[src/rtl/cp0_ext.sv]
// Coprocessor-0 subset: SR/Cause/EPC exception bookkeeping, BadVAddr capture and a Count/Compare timer.
// The request, interrupt acknowledge, EPC output and read data are combinational; all state updates on clk.
module cp0_ext #(
  parameter int          NUM_HWINT = 5,
  parameter int          TIMER_EN  = 1,
  parameter logic [31:0] PRID_VAL  = 32'h0000_0000
) (
  input  logic                 clk,
  input  logic                 res,
  input  logic                 we,
  input  logic                 exl_clr,
  input  logic                 bd_in,
  input  logic [4:0]           rd_addr,
  input  logic [4:0]           wr_addr,
  input  logic [31:0]          wdata,
  input  logic [31:0]          epc_in,
  input  logic [4:0]           exc_code_in,
  input  logic [31:0]          badvaddr_in,
  input  logic [NUM_HWINT-1:0] hwint,
  output logic                 req,
  output logic [31:0]          rdata,
  output logic [31:0]          epc_out,
  output logic                 int_ack,
  output logic                 timer_irq
);

  logic [7:0]  srIm_q,     srIm_d;
  logic        srExl_q,    srExl_d;
  logic        srIe_q,     srIe_d;
  logic        causeBd_q,  causeBd_d;
  logic        causeTi_q,  causeTi_d;
  logic [1:0]  causeSw_q,  causeSw_d;
  logic [4:0]  causeHw_q,  causeHw_d;
  logic [4:0]  excCode_q,  excCode_d;
  logic [31:0] epc_q,      epc_d;
  logic [31:0] badVAddr_q, badVAddr_d;
  logic [31:0] count_q,    count_d;
  logic [31:0] compare_q,  compare_d;
  logic        phase_q,    phase_d;

  logic [4:0]  hwExt;
  logic [7:0]  ipBits;
  logic        intTake;
  logic        excTake;
  logic        wrEn;

  // Unused upper hardware-interrupt positions stay zero when NUM_HWINT < 5.
  always_comb begin
    hwExt = '0;
    for (int k = 0; k < NUM_HWINT; k++) hwExt[k] = hwint[k];
  end

  always_comb begin
    ipBits    = {causeTi_q, causeHw_q, causeSw_q};
    intTake   = (|(ipBits & srIm_q)) & srIe_q & ~srExl_q;
    excTake   = (exc_code_in != 5'd0) & ~srExl_q;
    req       = intTake | excTake;
    int_ack   = intTake;
    epc_out   = req ? (bd_in ? epc_in - 32'd4 : epc_in) : epc_q;
    wrEn      = we & ~req;
    timer_irq = causeTi_q;
  end

  always_comb begin
    rdata = 32'd0;
    case (rd_addr)
      5'd8:    rdata = badVAddr_q;
      5'd9:    rdata = count_q;
      5'd11:   rdata = compare_q;
      5'd12:   rdata = {16'd0, srIm_q, 6'd0, srExl_q, srIe_q};
      5'd13:   rdata = {causeBd_q, causeTi_q, 14'd0, ipBits, 1'b0, excCode_q, 2'b00};
      5'd14:   rdata = epc_q;
      5'd15:   rdata = PRID_VAL;
      default: rdata = 32'd0;
    endcase
  end

  // A Count write restarts the two-cycle prescale; a Compare write clears TI even if it was just set.
  always_comb begin
    srIm_d     = srIm_q;
    srExl_d    = srExl_q;
    srIe_d     = srIe_q;
    causeBd_d  = causeBd_q;
    causeTi_d  = causeTi_q;
    causeSw_d  = causeSw_q;
    causeHw_d  = hwExt;
    excCode_d  = excCode_q;
    epc_d      = epc_q;
    badVAddr_d = badVAddr_q;
    count_d    = count_q;
    compare_d  = compare_q;
    phase_d    = phase_q;

    if (TIMER_EN != 0) begin
      if (wrEn && wr_addr == 5'd9) begin
        count_d = wdata;
        phase_d = 1'b0;
      end else begin
        phase_d = ~phase_q;
        if (phase_q) begin
          count_d = count_q + 32'd1;
          if (count_d == compare_q) causeTi_d = 1'b1;
        end
      end
    end

    if (wrEn && wr_addr == 5'd11) begin
      compare_d = wdata;
      causeTi_d = 1'b0;
    end
    if (wrEn && wr_addr == 5'd12) begin
      srIm_d  = wdata[15:8];
      srExl_d = wdata[1];
      srIe_d  = wdata[0];
    end
    if (exl_clr && !req) srExl_d = 1'b0;
    if (wrEn && wr_addr == 5'd13) causeSw_d = wdata[9:8];
    if (wrEn && wr_addr == 5'd14) epc_d = wdata;

    // Interrupts win over synchronous exceptions and report ExcCode 0.
    if (req) begin
      srExl_d   = 1'b1;
      causeBd_d = bd_in;
      epc_d     = epc_out;
      excCode_d = intTake ? 5'd0 : exc_code_in;
      if (!intTake && (exc_code_in == 5'd4 || exc_code_in == 5'd5)) badVAddr_d = badvaddr_in;
    end
  end

  always_ff @(posedge clk) begin
    if (!res) begin
      srIm_q     <= '0;
      srExl_q    <= 1'b0;
      srIe_q     <= 1'b0;
      causeBd_q  <= 1'b0;
      causeTi_q  <= 1'b0;
      causeSw_q  <= '0;
      causeHw_q  <= '0;
      excCode_q  <= '0;
      epc_q      <= '0;
      badVAddr_q <= '0;
      count_q    <= '0;
      compare_q  <= '0;
      phase_q    <= 1'b0;
    end else begin
      srIm_q     <= srIm_d;
      srExl_q    <= srExl_d;
      srIe_q     <= srIe_d;
      causeBd_q  <= causeBd_d;
      causeTi_q  <= causeTi_d;
      causeSw_q  <= causeSw_d;
      causeHw_q  <= causeHw_d;
      excCode_q  <= excCode_d;
      epc_q      <= epc_d;
      badVAddr_q <= badVAddr_d;
      count_q    <= count_d;
      compare_q  <= compare_d;
      phase_q    <= phase_d;
    end
  end

endmodule
[config.mk]
export PLATFORM = sky130hd
export DESIGN_NAME = cp0_ext
export DESIGN_NICKNAME = d
export VERILOG_FILES = /design/src/rtl/cp0_ext.sv
export SDC_FILE = /design/constraint.sdc
export NUM_CORES = 1
export LEC_CHECK = 0
export ABC_AREA = 1
export CELL_PAD_IN_SITES_DETAIL_PLACEMENT = 2
export CELL_PAD_IN_SITES_GLOBAL_PLACEMENT = 2
export CORE_ASPECT_RATIO = 1.25
export CORE_MARGIN = 2
export CORE_UTILIZATION = 30
export CTS_CLUSTER_SIZE = 16
export DETAILED_ROUTE_END_ITERATION = 10
export GPL_ROUTABILITY_DRIVEN = 0
export PLACE_DENSITY = 0.95
export SLEW_MARGIN = 15
export SYNTH_ARGS = -nofsm -noshare
export SYNTH_HDL_FRONTEND = slang
export SYNTH_SLANG_ARGS = --single-unit
[constraint.sdc]
create_clock -name clk -period 7.8 [get_ports clk]
set_clock_uncertainty 0.15 [all_clocks]
set_input_delay 1.56 -clock clk [delete_from_list [all_inputs] [get_ports clk]]
set_output_delay 1.56 -clock clk [all_outputs]
set_load 0.1 [all_outputs]
==> results.sh, run 1 <==
export IMPL_outcome="finished, final reports clean"
export IMPL_vias=12500
export IMPL_p_sw_share_pct=35.7
export IMPL_hold_class="reg2reg"
export IMPL_synthArstFlopShare_pct=0
export IMPL_seqPwrFrac_pct=37.6
export IMPL_crit_type="in2out"
export IMPL_peakVddDrop_mv=0.140
export IMPL_start_util_pct=30.4
export IMPL_drc=0
export IMPL_antenna_left=0
export IMPL_p_leak_nw=4.96
export IMPL_rows=72
export IMPL_ys_warn_count=0
export IMPL_hold_viol_final=0
export IMPL_p_switching_w=0.000795
export IMPL_rsz0062_at_grt="no"
export IMPL_cts_inserted_buffers=17
export IMPL_synth_compound_area_share_pct=25.0
export IMPL_power_frac_comb_pct=21.2
export IMPL_dieArea_um2=32900
export IMPL_placed_cell_area_um2=11500
export IMPL_maxSlewHeadroom_pct=15.2
export IMPL_synth_top_area_share_pct=32.5
export IMPL_root_buffer="clkbuf_16"
export IMPL_yosys_top_cells_count="nand2_1, inv_1, dfxtp_1"
export IMPL_end_kind="output pin"
export IMPL_wl_per_cell_um=28.6
export IMPL_worst_pin_slew_ns=1.27
export IMPL_drive_gt1_share_pct=9.32
export IMPL_grt_pass1_vias=14000
export IMPL_avgSynthCellArea_um2=6.26
export IMPL_fmax_ghz=0.153
export IMPL_synth_seq_area_share_pct=32.5
export IMPL_synth_edff_count=0
export IMPL_drtPass1Iterations=8
export IMPL_grt_pass1_wl_mm=89.8
export IMPL_min_period_over_period_pct=83.5
export IMPL_cp_max_fo=26
export IMPL_vias_per_cell=6.01
export IMPL_drt_iter0_markers=1200
export IMPL_clkLatencyLatePin_ns=0.48
export IMPL_arrival_ns=4.81
export IMPL_reg2reg_depth=12
export IMPL_setup_viol=0
export IMPL_syn_inst=1507
export IMPL_clockBufferDepth=2
export IMPL_nets=1784
export IMPL_ctsResizeCount=0
export IMPL_whs_path_depth=2
export IMPL_ys_types=45
export IMPL_p_total_w=0.00223
export IMPL_finalMaxSlewViolations=0
export IMPL_power_internal_w=0.00143
export IMPL_clock_sinks=153
export IMPL_ys_flop_type="dfxtp_1"
export IMPL_dp_hpwl_mm=39.7
export IMPL_cts_hold_buf=0
export IMPL_grt_overflow=0
export IMPL_power_share_clock_pct=41.2
export IMPL_clk_pin_slew_worst_paths_ns=0.07
export IMPL_synth_seq_cells=153
export IMPL_htreeDepth=4
export IMPL_synth_nets=1630
export IMPL_synth_top_family_by_area="simple AND/OR/NAND/NOR gates"
export IMPL_grt_util_all_layers_pct=36.4
export IMPL_power_density_nw_per_um2=184
export IMPL_io_buffers=187
export IMPL_cap_viol_max_count=0
export IMPL_grt_antenna_before_repair=5
export IMPL_synth_top_area_cell="dfxtp_1"
export IMPL_startpoint_type="primary input"
export IMPL_die_h_um=202
export IMPL_synthMuxAreaShare_pct=0
export IMPL_syn_area_um2=9430
export IMPL_n_fill_cell=3737
export IMPL_pin_count=188
export IMPL_die_w_um=163
export IMPL_post_cts_setup_buffer_count=0
export IMPL_grt_max_degree=72
export IMPL_totalWireLength_mm=59.6
export IMPL_cts_tree="yes"
export IMPL_synthAdderAreaFrac_pct=0.265
export IMPL_setup_tns_ns=0
export IMPL_synth_xor_area_share_pct=0.371
export IMPL_area_growth_pct=28.3
export IMPL_critPathRequiredTime_ns=6.09
export IMPL_synthMostInstantiatedCell="nand2_1"
export IMPL_fin_area_um2=12100
export IMPL_fin_crit_ns=6.52
export IMPL_synth_area_leaders="dfxtp_1, nand2_1, inv_1"
export IMPL_core_um2=31000
export IMPL_synth_simple_area_share_pct=29.6
==> cell usage in the layout (no fill, tap or decap), types with 18 or more instances in the layout <==
| cell type | count |
|---|---|
| a21oi_1 | 132 |
| a22oi_1 | 18 |
| buf_4 | 76 |
| clkdlybuf4s50_1 | 122 |
| dfxtp_1 | 153 |
| inv_1 | 235 |
| nand2_1 | 332 |
| nand3_1 | 99 |
| nor2_1 | 135 |
| o21ai_0 | 146 |
| o221ai_1 | 40 |
==> logic make-up after synthesis <==
kind of cell,count (synthesis)
AOI/OAI and AO/OA,406
xor gates and xnor gates,4
adders and majority gates,2
buffers and inverters,304
DFF,153
and+or+nand+nor,638
==> power by group through the flow <==
stage / sequential [W] / combinational (W) / clock [W]
3_5_place_dp: 0.000849 / 0.000447 / 0
5_1_grt: 0.000837 / 0.000490 / 0.000937
6_report: 0.000837 / 0.000473 / 0.000917
4_1_cts: 0.000834 / 0.000464 / 0.000912
2_1_floorplan: 0.000837 / 0.000273 / 0
3_3_place_gp: 0.000847 / 0.000431 / 0
==> layer usage <==
metal  vias to the layer above  share of wire (%)  track usage (%)
li1                       5309                  -                -
met1                      6215                 38             42.0
met2                       718                 47             59.7
met3                       285                7.5             8.23
met4                         0                7.4             24.7
met5                         -                  0                0
==> worst max-delay path, stage by stage <==
cell and delay [ns]:
clkdlybuf4s50_1 0.45, nand2_1 0.21, inv_1 0.10, nand3_1 0.29
clkinv_1 0.91, a221oi_1 0.67, o221ai_1 0.27, buf_4 0.34
==> through the flow <==
step	instances	setup slack, ns	util (%)	hold slack, ns
floorplan	1507	0.901	-	0.273
global placement	2049	1.67	37.1	0.285
detailed placement	2049	1.53	37.1	0.311
CTS	2081	1.40	39.0	0.331
global route	2084	1.14	39.0	0.349
finish	2085	1.28	39.0	0.333
==> sequential cells by signal, indices dropped and copies added (netlist names) <==
name	cells
epc_q	32
compare_q	32
causeHw_q	5
excCode_q	5
srIm_q	8
count_q	32
causeBd_q	1
timer_irq	1
srIe_q	1
phase_q	1
causeSw_q	2
srExl_q	1
badVAddr_q	32
==> area by class of cell <==
type                    instances  area [um^2]  area share (%)
repair buffers                198         1790            14.8
clock inverters                12          139            1.15
clock buffers                  20          467            3.86
inverters                     241          905            7.48
multi-input cells            1050         5220            43.1
well taps                     407          509            4.21
diodes                          4         10.0          0.0827
flip-flops and latches        153         3060            25.3
==> final timing paths <==
kind                                             startpoint                          end  slack (ns)
worst max-delay path                             rd_addr[2]                    rdata[12]        1.28
worst min register to register  badVAddr_q[16]$_SDFFE_PN0P_  badVAddr_q[16]$_SDFFE_PN0P_        0.33
worst min-delay path            badVAddr_q[16]$_SDFFE_PN0P_  badVAddr_q[16]$_SDFFE_PN0P_        0.33
worst max register to register       srIm_q[0]$_SDFFE_PN0P_   compare_q[27]$_SDFFE_PN0P_        3.97
Note: power is estimated with default switching activity, not from simulation.
==> run 2, diff against run 1 <==
--- a/config.mk
+++ b/config.mk
@@ -10,11 +10,11 @@
 export CELL_PAD_IN_SITES_GLOBAL_PLACEMENT = 2
 export CORE_ASPECT_RATIO = 1.25
 export CORE_MARGIN = 2
-export CORE_UTILIZATION = 30
+export CORE_UTILIZATION = 25
 export CTS_CLUSTER_SIZE = 16
 export DETAILED_ROUTE_END_ITERATION = 10
 export GPL_ROUTABILITY_DRIVEN = 0
-export PLACE_DENSITY = 0.95
+export PLACE_DENSITY = 0.88
 export SLEW_MARGIN = 15
 export SYNTH_ARGS = -nofsm -noshare
 export SYNTH_HDL_FRONTEND = slang
==> constraint.sdc (replaced) <==
create_clock -name clk -period 5.42 [get_ports clk]
set_clock_uncertainty 0.15 [all_clocks]
set_input_delay 1.084 -clock clk [delete_from_list [all_inputs] [get_ports clk]]
set_output_delay 1.084 -clock clk [all_outputs]
set_load 0.1 [all_outputs]
==> results.sh, run 2 (synthesized netlist as in run 1, its figures left out) <==
export IMPL_outcome="finished, final reports clean"
export IMPL_n_fill_cell=4358
export IMPL_final_cell_mix="nand2_1, inv_1, dfxtp_1, o21ai_0, nor2_1"
export IMPL_p_leak_nw=5.20
export IMPL_dp_hpwl_mm=39.7
export IMPL_fmax_ghz=0.196
export IMPL_start_util_pct=25.3
export IMPL_core_um2=37300
export IMPL_cap_viol_max_count=0
export IMPL_rows=79
export IMPL_clkLatencyLatePin_ns=0.47
export IMPL_nets=1797
export IMPL_vias=12000
export IMPL_vias_per_cell=5.53
export IMPL_grt_pass1_wl_mm=80.9
export IMPL_crit_type="in2out"
export IMPL_end_kind="output pin"
export IMPL_holdWs_ns=0.312
export IMPL_grt_antenna_before_repair=3
export IMPL_drtPass1Iterations=5
export IMPL_setup_viol=0
export IMPL_critPathRequiredTime_ns=4.19
export IMPL_dieArea_um2=39300
export IMPL_clock_sinks=153
export IMPL_cts_inserted_buffers=17
export IMPL_startpoint_type="primary input"
export IMPL_finalMaxSlewViolations=0
export IMPL_p_total_w=0.00318
export IMPL_area_growth_pct=38.6
export IMPL_io_buffers=187
export IMPL_min_period_over_period_pct=94.2
export IMPL_antenna_left=0
export IMPL_rsz0062_at_grt="no"
export IMPL_totalWireLength_mm=53.8
export IMPL_fin_crit_ns=5.11
export IMPL_ctsResizeCount=0
export IMPL_die_h_um=221
export IMPL_drt_iter0_markers=942
export IMPL_cp_max_fo=4
export IMPL_drc=0
export IMPL_post_cts_setup_buffer_count=0
export IMPL_peakVddDrop_mv=0.230
export IMPL_grt_overflow=0
export IMPL_pre_cts_ws_ns=0.306
export IMPL_die_w_um=178
export IMPL_hold_class="reg2reg"
export IMPL_clockBufferDepth=2
export IMPL_hold_viol_final=0
export IMPL_wl_per_cell_um=24.7
export IMPL_arrival_ns=3.87
export IMPL_drive_gt1_share_pct=10.0
export IMPL_grt_max_degree=68
export IMPL_clk_pin_slew_worst_paths_ns=0.07
export IMPL_htreeDepth=4
export IMPL_grt_pass1_vias=13300
export IMPL_power_density_nw_per_um2=243
export IMPL_grt_util_all_layers_pct=27.1
export IMPL_cts_hold_buf=0
export IMPL_setup_ws_ns=0.313
export IMPL_reg2reg_setup_slack_ns=1.84
export IMPL_maxSlewHeadroom_pct=27.6
export IMPL_cts_tree="yes"
export IMPL_pin_count=188
export IMPL_worst_pin_slew_ns=1.08
export IMPL_final_common_cell="nand2_1"
export IMPL_root_buffer="clkbuf_16"
-- run 2: critical path, stage by stage --
cell	delay [ns]
clkdlybuf4s50_1	0.43
inv_1	0.14
ha_1	0.20
nand2_1	0.09
nor3b_2	0.26
nand2_1	0.16
nor2_1	0.16
inv_1	0.06
nor2_1	0.29
nand2_1	0.13
inv_1	0.14
nand4_1	0.13
nand3_1	0.13
o21ai_0	0.21
buf_12	0.24
-- run 2: through the flow --
stage / cells / utilization (%) / cell area (um^2) / TNS, ns
after floorplan: 1507 / - / 9430 / -4.21
after global placement: 2141 / 33.5 / 12500 / 0
after detailed placement: 2141 / 33.5 / 12500 / 0
after CTS: 2173 / 35.1 / 13100 / 0
after global routing: 2176 / 35.1 / 13100 / 0
final: 2178 / 35.1 / 13100 / 0
-- run 2: path summary, 6_finish.rpt --
| kind | from | endpoint | cells past startpoint |
|---|---|---|---|
| worst min register to register | badVAddr_q[8]$_SDFFE_PN0P_ | badVAddr_q[8]$_SDFFE_PN0P_ | 2 |
| worst max register to register | srIm_q[1]$_SDFFE_PN0P_ | compare_q[25]$_SDFFE_PN0P_ | 12 |
| worst max-delay path | epc_in[3] | epc_out[30] | 15 |
| worst min-delay path | badVAddr_q[8]$_SDFFE_PN0P_ | badVAddr_q[8]$_SDFFE_PN0P_ | 2 |
-- run 2: where the power goes --
group	switching [W]	total (W)	internal [W]
Clock	0.000572	0.00123	0.000660
Combinational	0.000497	0.000750	0.000254
Sequential	0.0000367	0.00120	0.00116
-- run 2: per-layer routing --
metal	part of all wire [%]	GRT usage (%)	vias to the layer above
met3	5.7	4.26	172
met5	0	0	-
met4	5.9	16.4	0
li1	-	-	5348
met1	39	32.1	6018
met2	49	45.7	502
-- run 2: area by class of cell --
cell class / instances / area [um^2] / area share (%)
Tap cell: 486 / 608 / 4.65
Antenna cell: 5 / 12.5 / 0.0957
Inverter: 241 / 905 / 6.92
Clock inverter: 12 / 118 / 0.899
Sequential cell: 153 / 3060 / 23.4
Multi-Input combinational cell: 1050 / 5220 / 39.9
Timing Repair Buffer: 211 / 2700 / 20.6
Clock buffer: 20 / 457 / 3.49
==> run 3, diff against run 2 <==
--- a/config.mk
+++ b/config.mk
@@ -5,12 +5,11 @@
 export SDC_FILE = /design/constraint.sdc
 export NUM_CORES = 1
 export LEC_CHECK = 0
-export ABC_AREA = 1
 export CELL_PAD_IN_SITES_DETAIL_PLACEMENT = 2
 export CELL_PAD_IN_SITES_GLOBAL_PLACEMENT = 2
 export CORE_ASPECT_RATIO = 1.25
 export CORE_MARGIN = 2
-export CORE_UTILIZATION = 25
+export CORE_UTILIZATION = 27
 export CTS_CLUSTER_SIZE = 16
 export DETAILED_ROUTE_END_ITERATION = 10
 export GPL_ROUTABILITY_DRIVEN = 0
==> results.sh, run 3 <==
export IMPL_p_leak_nw=4.79
export IMPL_rsz0062_at_grt="no"
export IMPL_grt_pass1_wl_mm=72.5
export IMPL_io_buffers=187
export IMPL_fin_crit_ns=5.18
export IMPL_synth_xor_area_share_pct=9.16
export IMPL_m1WireLength_mm=19.4
export IMPL_ys_warn_count=0
export IMPL_totalWireLength_mm=48.1
export IMPL_grt_util_all_layers_pct=27.0
export IMPL_synth_simple_area_share_pct=29.3
export IMPL_setup_tns_ns=0
export IMPL_hp_start="badVAddr_q[11]$_SDFFE_PN0P_"
export IMPL_clk_pin_slew_worst_paths_ns=0.07
export IMPL_ys_types=64
export IMPL_synth_top_area_cell="dfxtp_1"
export IMPL_holdWs_ns=0.327
export IMPL_synth_nets=1288
export IMPL_multiInputGateArea_um2=5860
export IMPL_synthAdderAreaFrac_pct=0.270
export IMPL_grt_overflow=0
export IMPL_final_seq_area_um2=3060
export IMPL_drt_iter0_markers=746
export IMPL_wl_met2_mm=23.5
export IMPL_startpoint_type="primary input"
export IMPL_synth_seq_area_share_pct=33.0
export IMPL_root_buffer="clkbuf_16"
export IMPL_min_period_over_period_pct=95.5
export IMPL_finalMaxSlewViolations=0
export IMPL_antenna_left=0
export IMPL_arrival_ns=3.94
export IMPL_avgSynthCellArea_um2=7.96
export IMPL_cap_viol_max_count=0
export IMPL_die_w_um=170
export IMPL_cp_top_family="simple AND/OR/NAND/NOR gates"
export IMPL_clock_sinks=153
export IMPL_vias=10100
export IMPL_synth_top_family_by_area="simple AND/OR/NAND/NOR gates"
export IMPL_htreeDepth=4
export IMPL_start_util_pct=27.5
export IMPL_crit_type="in2out"
export IMPL_cpPeakStageDelay_ns=0.57
export IMPL_worst_pin_slew_ns=1.18
export IMPL_cts_hold_buf=0
export IMPL_syn_area_um2=9270
export IMPL_maxSlewHeadroom_pct=20.5
export IMPL_post_cts_setup_buffer_count=0
export IMPL_crit_cells=8
export IMPL_synth_edff_count=0
export IMPL_core_um2=33700
export IMPL_synth_top_area_share_pct=33.0
export IMPL_synth_compound_area_share_pct=17.7
export IMPL_end_kind="output pin"
export IMPL_met3WireLength_mm=2.32
export IMPL_ys_flop_type="dfxtp_1"
export IMPL_synthMostInstantiatedCell="nand2_1"
export IMPL_min_to="badVAddr_q[11]$_SDFFE_PN0P_"
export IMPL_grt_max_degree=79
export IMPL_hold_class="reg2reg"
export IMPL_whs_path_depth=2
export IMPL_critPathRequiredTime_ns=4.19
export IMPL_grt_pass1_vias=11200
export IMPL_pin_count=188
export IMPL_reg2reg_depth=6
export IMPL_drc=0
export IMPL_n_fill_cell=3616
export IMPL_drive_gt1_share_pct=12.3
export IMPL_synth_seq_cells=153
export IMPL_timing_rr_end="count_q[24]$_SDFFE_PN0P_"
export IMPL_reg2reg_setup_slack_ns=1.90
export IMPL_outcome="finished, final reports clean"
export IMPL_timing_critical_path_cells="clkdlybuf4s50_1, or4_4, or3_4, or3_1, nor4_2, mux2i_1, o21a_1, buf_12"
export IMPL_fmax_ghz=0.193
export IMPL_rows=75
export IMPL_cts_inserted_buffers=17
export IMPL_final_common_cell="nand2_1"
export IMPL_vias_per_cell=5.79
export IMPL_dp_hpwl_mm=33.4
export IMPL_final_cell_mix="nand2_1, dfxtp_1, clkdlybuf4s50_1, nand3_1, nor2_1"
export IMPL_clockBufferDepth=2
export IMPL_critPathSlowestCell="or4_4"
export IMPL_dieArea_um2=35800
export IMPL_ctsResizeCount=0
export IMPL_clkLatencyLatePin_ns=0.46
export IMPL_reg2reg_from="timer_irq$_SDFFE_PP0P_"
export IMPL_peakVddDrop_mv=0.150
export IMPL_synthMuxAreaShare_pct=5.74
export IMPL_drtPass1Iterations=5
export IMPL_synth_area_leaders="dfxtp_1, nand2_1, mux2i_1"
export IMPL_nets=1423
export IMPL_wl_per_cell_um=27.7
export IMPL_hold_viol_final=0
export IMPL_yosys_top_cells_count="nand2_1, dfxtp_1, nor2_1"
export IMPL_setup_viol=0
export IMPL_p_total_w=0.00329
export IMPL_cp_num_buf_inv=2
export IMPL_cp_max_fo=6
export IMPL_area_growth_pct=36.4
export IMPL_finish_utilization_pct=37.5
export IMPL_syn_inst=1165
export IMPL_die_h_um=211
export IMPL_grt_antenna_before_repair=5
export IMPL_power_density_nw_per_um2=260
export IMPL_highest_layer="met4"
export IMPL_synthArstFlopShare_pct=0
export IMPL_cts_tree="yes"
[run 3: worst max path at each step]
| stage | from | end | slack (ns) |
|---|---|---|---|
| after floorplan | timer_irq$_SDFFE_PP0P_ | epc_out[16] | 0.009 |
| after global placement | epc_in[20] | epc_out[31] | 0.28 |
| after detailed placement | epc_in[20] | epc_out[31] | 0.24 |
| after CTS | epc_in[20] | epc_out[31] | 0.23 |
| after global routing | epc_in[20] | epc_out[31] | 0.1 |
| final | epc_in[20] | epc_out[31] | 0.24 |
[run 3: cell families (layout without fill, tap and decap cells)]
family	after synthesis	count (layout)
and+or+nand+nor	545	545
AOI/OAI and AO/OA	210	210
DFF	153	153
buffers and inverters	105	253
xor gates and xnor gates	97	97
muxes	53	53
adders and majority gates	2	2
other	0	5
[run 3: tightest hold or removal path, delay by kind of cell, from the launching register on]
family / cells / cell delay, ns
AND/OR/NAND/NOR: 1 / 0.06
AO/OA/AOI/OAI: 1 / 0.06
flip-flops: 1 / 0.31
[run 3: power by group]
group | total [W] | internal (W) | switching, W | leakage, nW
registers | 0.00121 | 0.00116 | 0.0000493 | 1.25
clock network | 0.00128 | 0.000703 | 0.000573 | 0.288
logic | 0.000804 | 0.000295 | 0.000509 | 3.26
[run 3: layer usage]
layer	global-route usage, %	vias up
met5	0	-
met4	16.6	0
met3	4.40	163
met2	44.8	428
met1	32.5	5101
li1	-	4387
[run 3: cell type report]
cell class / instances / area share [%]
flip-flops and latches: 153 / 24.2
repair buffers: 211 / 20.2
inverters: 10 / 0.297
well taps: 423 / 4.18
multi-input cells: 907 / 46.3
clock inverters: 14 / 1.29
diodes: 5 / 0.0989
clock buffers: 18 / 3.47
[run 3: metrics by stage]
step / setup slack, ns / area, um^2 / instances
2_1_floorplan: 0.00944 / 9320 / 1165
3_3_place_gp: 0.278 / 12000 / 1704
3_5_place_dp: 0.243 / 12000 / 1704
4_1_cts: 0.231 / 12600 / 1736
5_1_grt: 0.0969 / 12600 / 1740
6_report: 0.243 / 12600 / 1741
